File: config.mk
export PLATFORM = sky130hd
export DESIGN_NAME = register_file_mp
export DESIGN_NICKNAME = d
export VERILOG_FILES = /design/src/rtl/register_file_mp.sv
export SDC_FILE = /design/constraint.sdc
export NUM_CORES = 2
export LEC_CHECK = 0
export ABC_CLOCK_PERIOD_IN_PS = 65400
export CORE_MARGIN = 1.5
export CORE_UTILIZATION = 60
export DETAILED_ROUTE_END_ITERATION = 7
export PLACE_DENSITY = 0.77
export RECOVER_POWER = 50
export SKIP_LAST_GASP = 1
export SYNTH_ARGS = -nofsm -noshare
export SYNTH_HDL_FRONTEND = slang
export SYNTH_SLANG_ARGS = --single-unit
File: constraint.sdc
create_clock -name CLK_RegFileMP -period 65.4 [get_ports CLK_RegFileMP]
set_clock_uncertainty 0.2 [all_clocks]
set_input_delay 13.08 -clock CLK_RegFileMP [delete_from_list [all_inputs] [get_ports CLK_RegFileMP]]
set_output_delay 13.08 -clock CLK_RegFileMP [all_outputs]
set_load 0.01 [all_outputs]
File: src/rtl/register_file_mp.sv
// Multi-read-port register file: registered reads, optional zero register, sequential clear engine.
// Optional write-first forwarding on read ports is enabled by defining RF_WRITE_BYPASS_EN.

module register_file_mp_rd_lane #(
  parameter int DATA_W = 32
) (
  input  logic              clk,
  input  logic              rst,
  input  logic [DATA_W-1:0] rd_word,
  input  logic              zero_hit,
  input  logic              clearing,
  input  logic              byp_hit,
  input  logic [DATA_W-1:0] byp_data,
  output logic [DATA_W-1:0] rdata
);
  logic [DATA_W-1:0] rdata_q, rdata_d;

  // Clear and zero-register rules outrank forwarding.
  always_comb begin
    rdata_d = rd_word;
    if (clearing || zero_hit) rdata_d = '0;
    else if (byp_hit)         rdata_d = byp_data;
  end

  always_ff @(posedge clk or posedge rst) begin
    if (rst) rdata_q <= '0;
    else     rdata_q <= rdata_d;
  end

  assign rdata = rdata_q;
endmodule

module register_file_mp #(
  parameter int DATA_W   = 32,
  parameter int ADDR_W   = 5,
  parameter int NUM_RD   = 2,
  parameter int ZERO_REG = 1
) (
  input  logic                     CLK_RegFileMP,
  input  logic                     RST_RegFileMP,
  input  logic                     we,
  input  logic [ADDR_W-1:0]        waddr,
  input  logic [DATA_W-1:0]        wdata,
  input  logic [NUM_RD*ADDR_W-1:0] raddr,
  output logic [NUM_RD*DATA_W-1:0] rdata,
  input  logic                     clr_req,
  output logic                     clr_busy,
  output logic                     clr_done
);
  localparam int DEPTH = 1 << ADDR_W;
  localparam logic [ADDR_W:0] LAST_IDX = (ADDR_W+1)'(DEPTH - 1);

  typedef enum logic [1:0] {S_IDLE, S_CLEAR, S_DONE} state_e;

  state_e              state_q, state_d;
  logic [ADDR_W:0]     idx_q, idx_d;
  logic                clr_busy_q, clr_busy_d;
  logic                clr_done_q, clr_done_d;
  logic [DATA_W-1:0]   mem_q [DEPTH];
  logic [DATA_W-1:0]   mem_d [DEPTH];
  logic                clearing, wr_en;
  logic [NUM_RD-1:0][DATA_W-1:0] rdata_lane;

  assign clearing = (state_q == S_CLEAR);
  assign wr_en    = (state_q == S_IDLE) && we && !((ZERO_REG != 0) && (waddr == '0));

  always_comb begin
    state_d    = state_q;
    idx_d      = idx_q;
    clr_busy_d = clr_busy_q;
    clr_done_d = 1'b0;
    unique case (state_q)
      S_IDLE: if (clr_req) begin
        state_d    = S_CLEAR;
        idx_d      = '0;
        clr_busy_d = 1'b1;
      end
      S_CLEAR: begin
        idx_d = idx_q + (ADDR_W+1)'(1);
        if (idx_q == LAST_IDX) begin
          state_d    = S_DONE;
          clr_busy_d = 1'b0;
          clr_done_d = 1'b1;
        end
      end
      S_DONE:  state_d = S_IDLE;
      default: state_d = S_IDLE;
    endcase
  end

  always_comb begin
    mem_d = mem_q;
    if (clearing)   mem_d[idx_q[ADDR_W-1:0]] = '0;
    else if (wr_en) mem_d[waddr] = wdata;
  end

  always_ff @(posedge CLK_RegFileMP or posedge RST_RegFileMP) begin
    if (RST_RegFileMP) begin
      state_q    <= S_IDLE;
      idx_q      <= '0;
      clr_busy_q <= 1'b0;
      clr_done_q <= 1'b0;
      for (int i = 0; i < DEPTH; i++) mem_q[i] <= '0;
    end else begin
      state_q    <= state_d;
      idx_q      <= idx_d;
      clr_busy_q <= clr_busy_d;
      clr_done_q <= clr_done_d;
      mem_q      <= mem_d;
    end
  end

  for (genvar k = 0; k < NUM_RD; k++) begin : g_rd
    logic [ADDR_W-1:0] ra;
    logic              byp_hit;
    assign ra = raddr[k*ADDR_W +: ADDR_W];
`ifdef RF_WRITE_BYPASS_EN
    assign byp_hit = wr_en && (waddr == ra);
`else
    assign byp_hit = 1'b0;
`endif
    register_file_mp_rd_lane #(.DATA_W(DATA_W)) u_lane (
      .clk      (CLK_RegFileMP),
      .rst      (RST_RegFileMP),
      .rd_word  (mem_q[ra]),
      .zero_hit ((ZERO_REG != 0) && (ra == '0)),
      .clearing (clearing),
      .byp_hit  (byp_hit),
      .byp_data (wdata),
      .rdata    (rdata_lane[k])
    );
  end

  assign rdata    = rdata_lane;
  assign clr_busy = clr_busy_q;
  assign clr_done = clr_done_q;
endmodule
Word-level counts from Yosys, hierarchy flattened
Index checks and enable logic that the tools add are counted.

Reductions and logical operators: 16. $lt $le $gt $ge: 6. Shift-type cells: 0. Div/mod/pow operators: 0. Eq/ne operators: 4. $add $sub $neg: 1. Bitwise operators: 6. Multiplexer cells: 25. Multipliers: 0.

Operator list (number): two-way mux 1024 bit (2); bitwise AND 1024 bit (1); bitwise mux 1024 bit (1); inverter 1024 bit (1); binary-select mux 32 bit (select 5 bit) (2); demux 32 bit (select 5 bit) (2); two-way mux 32 bit (8); >= comparator 6 bit (second input constant) (4); inverter 5 -> 6 bit (4); logical NOT 5 bit (3); < comparator 6 x 1 -> 1 bit (second input constant) (2); case mux 6 bit (2 select lines) (1); adder 6 x 1 -> 6 bit (second input constant) (1); == test 6 x 5 -> 1 bit (second input constant) (1); two-way mux 6 bit (1); logical AND 1 bit (4); two-way mux 1 bit (4); two-way mux 2 bit (2); inequality test 2 bit (second input constant) (2); case mux 2 bit (2 select lines) (1); AND reduction 2 bit (2); nonzero test 2 bit (2); AND reduction 3 bit (1); == test 2 x 1 -> 1 bit (second input constant) (1); 4 further kinds (5).

Bits of input ports: 51. Memory bits (writable): 0. Output and inout port bits: 66. Bits in registers: 1098. Memories: 0. Word-level logic and storage cells: 96. ROM bits: 0. Bits in latches: 0.

Longest topological paths before layout
Depth in word-level cells: 8. Depth in mapped cells: 9.

Hierarchy
From an unflattened synthesis, not the netlist that was laid out.

Cell total of the unflattened synthesis: 5147. Area, all modules: 57022.2 µm².

Modules (own cells, without submodules): register_file_mp (sequential area each 25874.8 µm², cells an instance 4935, times used 1, area an instance 54382.2 µm²); register_file_mp_rd_lane (sequential area each 800.8 µm², cells an instance 106, times used 2, area an instance 1320.0 µm²).

Worst setup path before layout
No wires, ideal clock.

Path kind: input port to flip-flop. Start point: in waddr[0]. End point: reg mem_q[224] (netlist name). Library setup time: 121 ps. Required time: 65079 ps. Stages on the path: 7. Path slack: 50341 ps. Data arrival time: 14738 ps. Path buffers: 3. Cells stage by stage: buf_2 -> or4b_1 -> buf_4 -> nor4_4 -> a31oi_1 -> buf_2 -> a22o_1.

Word-level cells in the longest chain between the ends: 8. Elaborated cells on any way between the ends: 13.

Ends and longest elaborated chain: start, declared (line 42) `input logic [ADDR_W-1:0] waddr,`; inverter 5 -> 6 bit (not written as such) (line 94) `else if (wr_en) mem_d[waddr] = wdata;`; >= comparator 6 bit (not written as such) or < comparator 6 x 1 -> 1 bit (tied branches) (line 94); logical AND 1 bit (not written as such) (line 94); two-way mux 32 bit (not written as such) (line 94); demux 32 bit (select 5 bit) (line 94); bitwise mux 1024 bit (line 94); two-way mux 1024 bit (line 94); two-way mux 1024 bit (line 93) `if (clearing) mem_d[idx_q[ADDR_W-1:0]] = '0;`; end signal, assigned (line 109) `mem_q <= mem_d;`; end, declared (line 59) `logic [DATA_W-1:0] mem_q [DEPTH];`.

Parallel ways exist; a longest one is shown, timed or not. The select of a mux whose other input is x is not followed. A chain may end at the register's enable or synchronous reset.

==> qor.yml <==
setup_violations: 0
grt_use_total_pct: 42.8
syn_nets: 4516
rr_worst_depth: 7
pin_count: 117
fp.dieH_um: 307
cp-start-kind: "input port"
antenna_found_initial: 4
leakage_nw: 28.7
die_x_um: 307
drt-pass1-iter-count: 8
syn_inst: 4461
clock-root-buffer: "clkbuf_16"
drc: 0
reg2reg_from: "state_q[0]$_DFFE_PP0P_"
powerDensity_mw_per_mm2: 32.1
crit_type: "in2async"
crit_chain: "dlygate4sd3_1 -> clkinvlp_2 -> clkbuf_1 -> clkbuf_1"
tightest_slew_ns: 9.18
htree_levels: 3
yosysSeqAreaShare_pct: 49.7
vias: 44400
netlist_area_mm2: 0.0553
ys_seq_elements: 1098
slew_headroom_pct: -512
rsz0062_at_grt: "false"
min-delay-path-class: "reg2reg"
cp_top_family: "buffers and inverters"
grt_use_met1_pct: 56.8
final_layout_size_suffix_gt1_share_pct: 12.5
cp-end-kind: "async pin"
fin_setup_tns_ns: 0
instances_no_fill: 5589
status: "finished with violations"
clkSlewWorstSetupHoldPaths_ns: 0.06
grtUsageMet2_pct: 60.9
start_util_pct: 60.4
final_common_cell: "dfrtp_1"
clock_sinks: 1098
cts_buffers: 114
maxCapViolCount: 49
cts_setup_buffers: 0
syn_avg_cell_area_um2: 12.4
critPathMaxStageDelay_ns: 6.59
drt-initial-drc-count: 6962
hold_end: "mem_q[1006]$_DFFE_PP0P_"
ant_nets: 0
yosys.area_share.simple_pct: 4.52
reg2reg_slack_ns: 57.41
hold_ws_ns: 0.311
period_needed_ns: 27.84
synth_edf_count: 0
synth-async-reset-ratio_pct: 100
clockBufferDepth: 3
crit_buf_inv: 4
grt_pass1_vias: 44300
rows: 111
ys_warn_count: 0
grt_busiest_layer: "met2"
grtUsageMet3_pct: 14.3
clk_latency_ns: 0.73
layout_common_cells: "dfrtp_1, a22o_1, mux2i_1, a22oi_1, nand3_1"
cp_max_fo: 174
holdPathStages: 1
dpl.hpwl_um: 108000
wl_per_cell_um: 36.1
area_growth_pct: 10.3
gr-total-overflow: 0
cp_num_cells: 4
holdBufCountCts: 0
io_buffer_count: 116
cp.required_ns: 63.73
crit_slowest_cell: "clkbuf_1"
via_per_inst: 7.95
placedCellCount: 5374
hold_start: "mem_q[1006]$_DFFE_PP0P_"
cts_resized: 0
synth-main-ff-cell: "dfrtp_1"
worstPathArrival_ns: 26.17
grt_pass1_wl_um: 298000
die_area_mm2: 0.0940
violations: "max-capacitance violations, max-slew violations"
drv_slew: 1666
fmaxAchievable_mhz: 35.9
synth_mux_area_share_pct: 20.4
synth_compound_area_share_pct: 21.3
power.total_mw: 1.96
finalCritPeriodShare_pct: 42.6
vdd_drop_max_mv: 0.0227
synth-adder-area-share_pct: 0.0905
synth_top_family_by_area: "compound AO/OA/AOI/OAI gates"
timing.rr.end: "mem_q[146]$_DFFE_PP0P_"
hold_viol: 0
drt-total-wl_um: 202000
grt_max_degree: 175
core-area_mm2: 0.0915
synth.distinct_cells: 41
fin_nets: 4359
gp_congestion: 0.900
worst_path_most_repeated_cell: "clkbuf_1"
synth-xor-area-share_pct: 0.0475
tritoncts: "built"
cells by family after synthesis:
group                      after synthesis
adders and majority gates                4
DFF                                   1098
and+or+nand+nor                        442
buffers and inverters                  540
muxes                                  960
AOI/OAI and AO/OA                     1414
xor gates and xnor gates                 3
state kept, by name (all words and copies together) (netlist names):
register	flops
mem_q	1024
g_rd.u_lane.rdata	64
idx_q	6
state_q	2
clr_busy	1
clr_done	1
worst max path at each step:
stage                   from                            endpoint
2_1_floorplan  RST_RegFileMP                clr_busy$_DFFE_PP0P_
3_3_place_gp        raddr[2]  g_rd[0].u_lane.rdata[29]$_DFF_PP0_
3_5_place_dp        raddr[2]  g_rd[0].u_lane.rdata[29]$_DFF_PP0_
4_1_cts             raddr[2]  g_rd[0].u_lane.rdata[29]$_DFF_PP0_
5_1_grt        RST_RegFileMP              mem_q[455]$_DFFE_PP0P_
6_report       RST_RegFileMP              mem_q[867]$_DFFE_PP0P_
synthesized netlist by cell type (2+ instances only):
master	count	area share, %
dfrtp_1	1098	50
a22o_1	993	16
mux2i_1	768	14
clkbuf_1	407	2.8
a22oi_1	384	5.2
nand3_1	194	1.8
mux4_2	128	5.2
buf_2	103	0.93
nand2_1	68	0.46
nand4_1	65	0.74
mux2_2	64	1.3
and2_1	34	0.38
buf_1	24	0.16
a21oi_1	18	0.16
nor3_1	18	0.16
a31oi_1	14	0.16
nor2b_1	10	0.11
nor3_2	9	0.16
nor2_1	8	0.054
nor4_4	7	0.27
nor3b_1	5	0.068
and3_1	4	0.045
ha_1	4	0.091
inv_1	4	0.027
nand3b_1	4	0.054
nand4bb_1	3	0.061
xor2_1	3	0.048
and2_0	2	0.023
nor4_1	2	0.023
nor4b_1	2	0.032
o21ai_0	2	0.018
o21bai_1	2	0.027
or3b_2	2	0.032
per-layer routing:
metal	wire length [µm]	vias to the layer above
li1	-	17200
met1	71900	22400
met2	86100	3823
met3	29300	920
met4	14700	8
met5	81	-
per-stage QoR:
step,worst slack [ns],utilization (%),cell area (µm²)
finish,37.56,66.7,61000
detailed placement,47.87,62.9,57600
global placement,47.92,62.9,57600
floorplan,21.21,-,55300
CTS,48.61,67.2,61500
global route,34.86,66.6,61000
area by class of cell:
| cell class | instances | area, µm² |
|---|---|---|
| repair buffers | 262 | 2160 |
| multi-input cells | 2823 | 25900 |
| fillers | 6544 | 30500 |
| clock inverters | 64 | 703 |
| clock buffers | 150 | 3210 |
| flip-flops and latches | 1098 | 27500 |
| well taps | 1186 | 1480 |
| inverters | 5 | 20.0 |
| diodes | 1 | 2.50 |
power by group:
part | switching [mW] | total (mW) | internal (mW)
registers | 0.0949 | 0.881 | 0.786
logic | 0.223 | 0.394 | 0.171
clock network | 0.293 | 0.685 | 0.391
total | 0.612 | 1.96 | 1.35
Power figures use the tool's default switching activity.
